File: src/rtl/fwd_hazard_ctrl.sv
// Forwarding and load-use hazard controller for a 5-stage RISC-V pipeline.
// Shadows EX/MEM/WB destination info to steer ALU operand muxes and stall/bubble controls.
module fwd_hazard_ctrl #(
   parameter int unsigned REG_AW = 5,
   parameter int unsigned CNT_W  = 16
) (
   input  logic              clk,
   input  logic              reset,
   input  logic              id_valid,
   input  logic [REG_AW-1:0] id_rs1,
   input  logic [REG_AW-1:0] id_rs2,
   input  logic [REG_AW-1:0] id_rd,
   input  logic              id_reg_write,
   input  logic              id_mem_read,
   input  logic              flush,
   output logic [1:0]        fwd_a_sel,
   output logic [1:0]        fwd_b_sel,
   output logic              stall,
   output logic              bubble,
   output logic [CNT_W-1:0]  stall_count
);

   typedef struct packed {
      logic              v;
      logic [REG_AW-1:0] rs1;
      logic [REG_AW-1:0] rs2;
      logic [REG_AW-1:0] rd;
      logic              rw;
      logic              mr;
   } ex_stage_t;

   // Load flag is only consumed in EX, so later stages carry just the write info.
   typedef struct packed {
      logic              v;
      logic [REG_AW-1:0] rd;
      logic              rw;
   } wr_stage_t;

   localparam logic [1:0] SEL_RF  = 2'd0;
   localparam logic [1:0] SEL_WB  = 2'd1;
   localparam logic [1:0] SEL_MEM = 2'd2;

   ex_stage_t ex_q;
   wr_stage_t mem_q;
   wr_stage_t wb_q;

   logic mem_fwd;
   logic wb_fwd;
   logic hz;
   logic ex_accept;

   assign mem_fwd = mem_q.v & mem_q.rw & (mem_q.rd != '0);
   assign wb_fwd  = wb_q.v  & wb_q.rw  & (wb_q.rd  != '0);

   assign hz = ex_q.v & ex_q.mr & (ex_q.rd != '0) & id_valid &
               ((ex_q.rd == id_rs1) | (ex_q.rd == id_rs2));

   assign stall     = hz & ~flush;
   assign bubble    = hz | flush;
   assign ex_accept = id_valid & ~stall & ~flush;

   // Operand selects: the younger producer (MEM) takes precedence over WB.
   always_comb begin
      fwd_a_sel = SEL_RF;
      fwd_b_sel = SEL_RF;
      if (ex_q.v) begin
         if (mem_fwd && (mem_q.rd == ex_q.rs1))
            fwd_a_sel = SEL_MEM;
         else if (wb_fwd && (wb_q.rd == ex_q.rs1))
            fwd_a_sel = SEL_WB;

         if (mem_fwd && (mem_q.rd == ex_q.rs2))
            fwd_b_sel = SEL_MEM;
         else if (wb_fwd && (wb_q.rd == ex_q.rs2))
            fwd_b_sel = SEL_WB;
      end
   end

   // Shadow pipeline: MEM and WB always advance, EX takes a bubble on stall/flush.
   always_ff @(posedge clk or posedge reset) begin
      if (reset) begin
         ex_q  <= '0;
         mem_q <= '0;
         wb_q  <= '0;
      end else begin
         ex_q.v   <= ex_accept;
         ex_q.rs1 <= id_rs1;
         ex_q.rs2 <= id_rs2;
         ex_q.rd  <= id_rd;
         ex_q.rw  <= id_reg_write;
         ex_q.mr  <= id_mem_read;
         mem_q.v  <= ex_q.v;
         mem_q.rd <= ex_q.rd;
         mem_q.rw <= ex_q.rw;
         wb_q     <= mem_q;
      end
   end

   // Saturating count of load-use stall cycles.
   always_ff @(posedge clk or posedge reset) begin
      if (reset)
         stall_count <= '0;
      else if (stall && (stall_count != '1))
         stall_count <= stall_count + CNT_W'(1);
   end

endmodule

File: config.mk
export PLATFORM = sky130hd
export DESIGN_NAME = fwd_hazard_ctrl
export DESIGN_NICKNAME = d
export VERILOG_FILES = /design/src/rtl/fwd_hazard_ctrl.sv
export SDC_FILE = /design/constraint.sdc
export NUM_CORES = 1
export LEC_CHECK = 0
export BUFFER_PORTS_ARGS = -buffer_cell sky130_fd_sc_hd__clkbuf_2
export CAP_MARGIN = 30
export CORE_MARGIN = 10
export CORE_UTILIZATION = 50
export DETAILED_ROUTE_END_ITERATION = 12
export PLACE_DENSITY = 0.74
export SYNTH_ARGS = -nofsm -noshare
export SYNTH_HDL_FRONTEND = slang
export SYNTH_SLANG_ARGS = --single-unit
File: constraint.sdc
create_clock -name clk -period 2.76 [get_ports clk]
set_clock_uncertainty 0.15 [all_clocks]
set_input_delay 0.138 -clock clk [delete_from_list [all_inputs] [get_ports clk]]
set_output_delay 0.138 -clock clk [all_outputs]
set_load 0.01 [all_outputs]
==> Word-level counts from Yosys, hierarchy flattened <==
Cells that the tools add are included.
{ "word_totals": {"register_bits": 48, "input_bits": 21, "output_inout_bits": 22} }
{ "classes": {"add_sub_neg": 1, "eq_ne": 7, "muxes": 6, "bitwise": 15, "reduce_logical": 8} }
{ "op_table": {"columns": ["operator", "count"], "rows": [
  ["$eq 5x5->1", 6],
  ["$add 16x1->16 const B", 1],
  ["$ne 16x16->1 const B", 1],
  ["$reduce_bool 5->1", 3],
  ["$and 1x1->1", 11],
  ["$mux 2", 4],
  ["$logic_and 1x1->1", 5],
  ["$mux 1", 2],
  ["$not 1->1", 2],
  ["$or 1x1->1", 2]
]} }

==> Longest topological paths before layout <==
{ "depth": {"ltp_word": 8, "depth_mapped": 8, "mapped_depth_nobuf": 6} }

==> Least setup slack after synthesis <==
OpenSTA, ideal clock, no wires.
{ "synth_timing": {"path_type": "register to register", "from": "register ex_q[3] in the netlist's numbering", "to": "register stall_count[1]", "arrival_time_ns": 1.754, "slack_ns": 0.731, "path_stages_with_launch": 6, "path_buffers": 0, "synth_period_minus_slack_ns": 2.029, "path_cell_list": "dfrtp_1 > or4_1 > o2111ai_2 > o21ba_4 > nand2_1 > mux2_2"} }
{ "synth_via": {"elab_chain_cells": 6} }
{ "synth_lines": {"columns": ["element", "line_no", "rtl"], "rows": [
  ["start, declared", "43", "ex_stage_t ex_q;"],
  ["$reduce_bool 5->1", "55", "assign hz = ex_q.v & ex_q.mr & (ex_q.rd != '0) & id_valid &"],
  ["$and 1x1->1 (2 in series)", "55", null],
  ["$and 1x1->1 (*)", "55", null],
  ["$and 1x1->1 (*)", "58", "assign stall = hz & ~flush;"],
  ["$logic_and 1x1->1 (*)", "103", "else if (stall && (stall_count != '1))"],
  ["end signal, assigned", "104", "stall_count <= stall_count + CNT_W'(1);"],
  ["end, declared", "20", "output logic [CNT_W-1:0] stall_count"]
]} }
Every way passes the cells marked *; elsewhere a longest branch is shown, timed or not.
A chain may end at the register's enable or synchronous reset.

==> Worst setup path in the final report <==
{ "layout_timing": {"from": "register mem_q[2] in the netlist's numbering", "to": "output port fwd_a_sel[0]"} }
{ "layout_via": {"elab_chain_cells": 5} }
{ "layout_lines": {"columns": ["element", "line_no", "rtl"], "rows": [
  ["start, declared", "44", "wr_stage_t mem_q;"],
  ["$reduce_bool 5->1", "52", "assign mem_fwd = mem_q.v & mem_q.rw & (mem_q.rd != '0);"],
  ["$and 1x1->1", "52", null],
  ["$logic_and 1x1->1 (*)", "67", "if (mem_fwd && (mem_q.rd == ex_q.rs1))"],
  ["$mux 2 (*)", "67", null],
  ["$mux 2 (*)", "66", "if (ex_q.v) begin"],
  ["end, declared", "16", "output logic [1:0] fwd_a_sel,"]
]} }
Marks and branches as above.

==> impl_metrics.tcl <==
set metrics [dict create \
    cp_num_cells 5 \
    antenna_found_initial 0 \
    path_cells "or4_1, o211ai_1, nor4_1, nor4_1, clkbuf_2" \
    clock_latency_ns 0.30 \
    synthArstFlopShare_pct 100 \
    max_cap_viol_count 0 \
    rsz0062_at_grt "false" \
    portBuffers 42 \
    nets 252 \
    worst-path-buf-inv 1 \
    peakVddDrop_mv 0.383 \
    detail_route.wl_per_cell_microns 17.0 \
    critPathTopFamily "simple AND/OR/NAND/NOR gates" \
    grt_max_degree 20 \
    dieHeight_microns 83.9 \
    postCtsResizedCells 0 \
    die_x_microns 83.9 \
    synth_seq_cells 48 \
    diodes 0 \
    syn_area_sq_um 2040 \
    htreeDepth 2 \
    fillCellCount 304 \
    syn_area_per_cell_sq_um 12.7 \
    worstPathMaxFanout 4 \
    vias 1502 \
    timing.final.crit_share_pct 88.9 \
    dpl.hpwl_mm 3.50 \
    synth_most_common_cell "dfrtp_1" \
    drt_iter0_markers 106 \
    synth_edf_count 0 \
    rows 23 \
    synth_seq_area_share_pct 58.9 \
    post_dp_cell_area_sq_um 2330 \
    grt_overflow 0 \
    layout-drive-gt1-share_pct 24.3 \
    grt_pass1_wl_mm 8.11 \
    cts_buffer_depth 2 \
    cp-start-kind "flip-flop" \
    powerDensity_nw_per_um2 503 \
    viasPerCell 5.36 \
    grt_pass1_vias 1685 \
    fin_tns_setup_ns 0 \
    finalCriticalPeriod_ns 2.45 \
    cp_slowest_stage_delay_ns 0.54 \
    syn_nets 183 \
    drt_first_pass_iters 4 \
    slew_viol_final 0 \
    cp_data_arrival_time_ns 2.16 \
    synthTopCellsByArea "dfrtp_1 (59%), xnor2_1 (13%), xor2_1 (6.0%)" \
    synth_ff_type "dfrtp_1" \
    ios 43 \
    synthToLayoutAreaGrowth_pct 29.0 \
    design_area_sq_um 2630 \
    setup_slack_ns 0.307 \
    final-hold-violation-count 0 \
    tritoncts "done" \
    multi_input_comb_area_sq_um 807 \
    hp-class "primary input to asynchronous set/reset pin" \
    synth_top_cells_by_count "dfrtp_1 (48), xnor2_1 (30), xor2_1 (14), nand3_1 (13)" \
    p_leak_uw 0.00121 \
    drc 0 \
    yosys.cell_types.count 29 \
    fmax_ghz 0.408 \
    setup_viol 0 \
    place_ws_ns 0.552 \
    cp_common_cell "nor4_1" \
    syn_inst 161 \
    cp-end-kind "output pin" \
    dieArea_sq_um 7030 \
    worst_pin_slew_ns 0.505 \
    cts_buffers 5 \
    reg2regPathDepth 6 \
    status "finished, final reports clean" \
    postRouteAntennaNets 0 \
    finalWirelength_mm 4.75 \
    yosys.area.top_type "dfrtp_1" \
    cts.sinks 48 \
    required_ns 2.47 \
    start_util_pct 51.4 \
    cts-root-buf "clkbuf_8" \
    gp_congestion 0.901 \
    yosysWarnings 0 \
    regArea_sq_um 1200 \
    critPathKind "flip-flop to output pin" \
    synth_top_area_share_pct 58.9 \
    crit_slowest_cell "or4_1" \
    grt_usage_pct 14.1 \
    whs_ns 0.183 \
    fp.coreArea_sq_um 3970 \
    clk_pin_slew_ns 0.08 \
    slew_headroom_pct 66.2 \
]
[cell usage in the layout, fill, tap and decap left out, types with 2 or more instances in the layout]
| master | count |
|---|---|
| and2_1 | 3 |
| xnor2_1 | 30 |
| nor4_1 | 4 |
| clkbuf_2 | 42 |
| nor2_1 | 3 |
| nand3_1 | 13 |
| and3_1 | 7 |
| and4_1 | 4 |
| buf_4 | 2 |
| xor2_1 | 14 |
| nand4_1 | 7 |
| dlygate4sd3_1 | 20 |
| nand2_1 | 4 |
| dfrtp_1 | 48 |
| clkbuf_8 | 7 |
| or4_1 | 5 |
| inv_1 | 2 |
[where the power goes]
| part | leakage [uW] | total [uW] | switching, uW | internal, uW |
|---|---|---|---|---|
| Sequential | 0.000600 | 757 | 28.6 | 729 |
| Combinational | 0.000559 | 125 | 57.1 | 68.1 |
| Clock | 0.0000503 | 441 | 217 | 223 |
| Total | 0.00121 | 1320 | 303 | 1020 |
[path summary, 6_finish.rpt]
kind                                endpoint  slack, ns  startpoint
worst min-delay path                 ex_q[7]       0.18       reset
worst max register to register      ex_q[17]       0.34     ex_q[3]
worst max-delay path            fwd_a_sel[0]       0.31    mem_q[2]
max in group asynchronous           ex_q[15]       1.55       reset
min in group clk                    mem_q[0]       0.22     ex_q[1]
worst min register to register      mem_q[0]       0.22     ex_q[1]
[logic make-up after synthesis]
logic type,share of synthesized area (%)
simple gates,15.5
flops,58.9
xor+xnor,18.9
compound gates,4.05
buf+inv,1.53
mux,0.552
fa+ha+maj,0.613
[worst min-delay path: stages]
cell and delay, ns:
dlygate4sd3_1 0.53, clkbuf_2 0.10, clkinv_1 0.27
[registers in the layout (all words and copies together) (netlist names)]
name,flops
ex_q,18
mem_q,7
stall_count,16
wb_q,7
[per-stage QoR]
step                util (%)  cells  power [uW]
floorplan                  -    161         826
global placement        58.1    252         864
detailed placement      58.8    253         873
CTS                     66.3    280        1330
global route            66.3    280        1370
finish                  66.3    280        1320
[repair_timing]
action,in CTS,in global routing
endpoints found under the hold margin,47,0
setup buffers,0,0
hold buffers,20,0
endpoints found under the setup margin,0,0
[area by class of cell]
type	count	share of cell area [%]
Sequential cell	48	45.6
Multi-Input combinational cell	107	30.7
Timing Repair Buffer	65	17.2
Clock buffer	7	3.66
Tap cell	50	2.38
Inverter	3	0.428
[metal layers]
layer,wire (microns),global-route usage (%),part of all wire [%],vias up
met5,0,0,0,-
met4,80,5.78,1.7,0
met3,289,4.79,6.1,7
met2,2470,23.6,52,47
met1,1910,15.8,40,749
li1,-,-,-,699
Power figures use the tool's default switching activity.
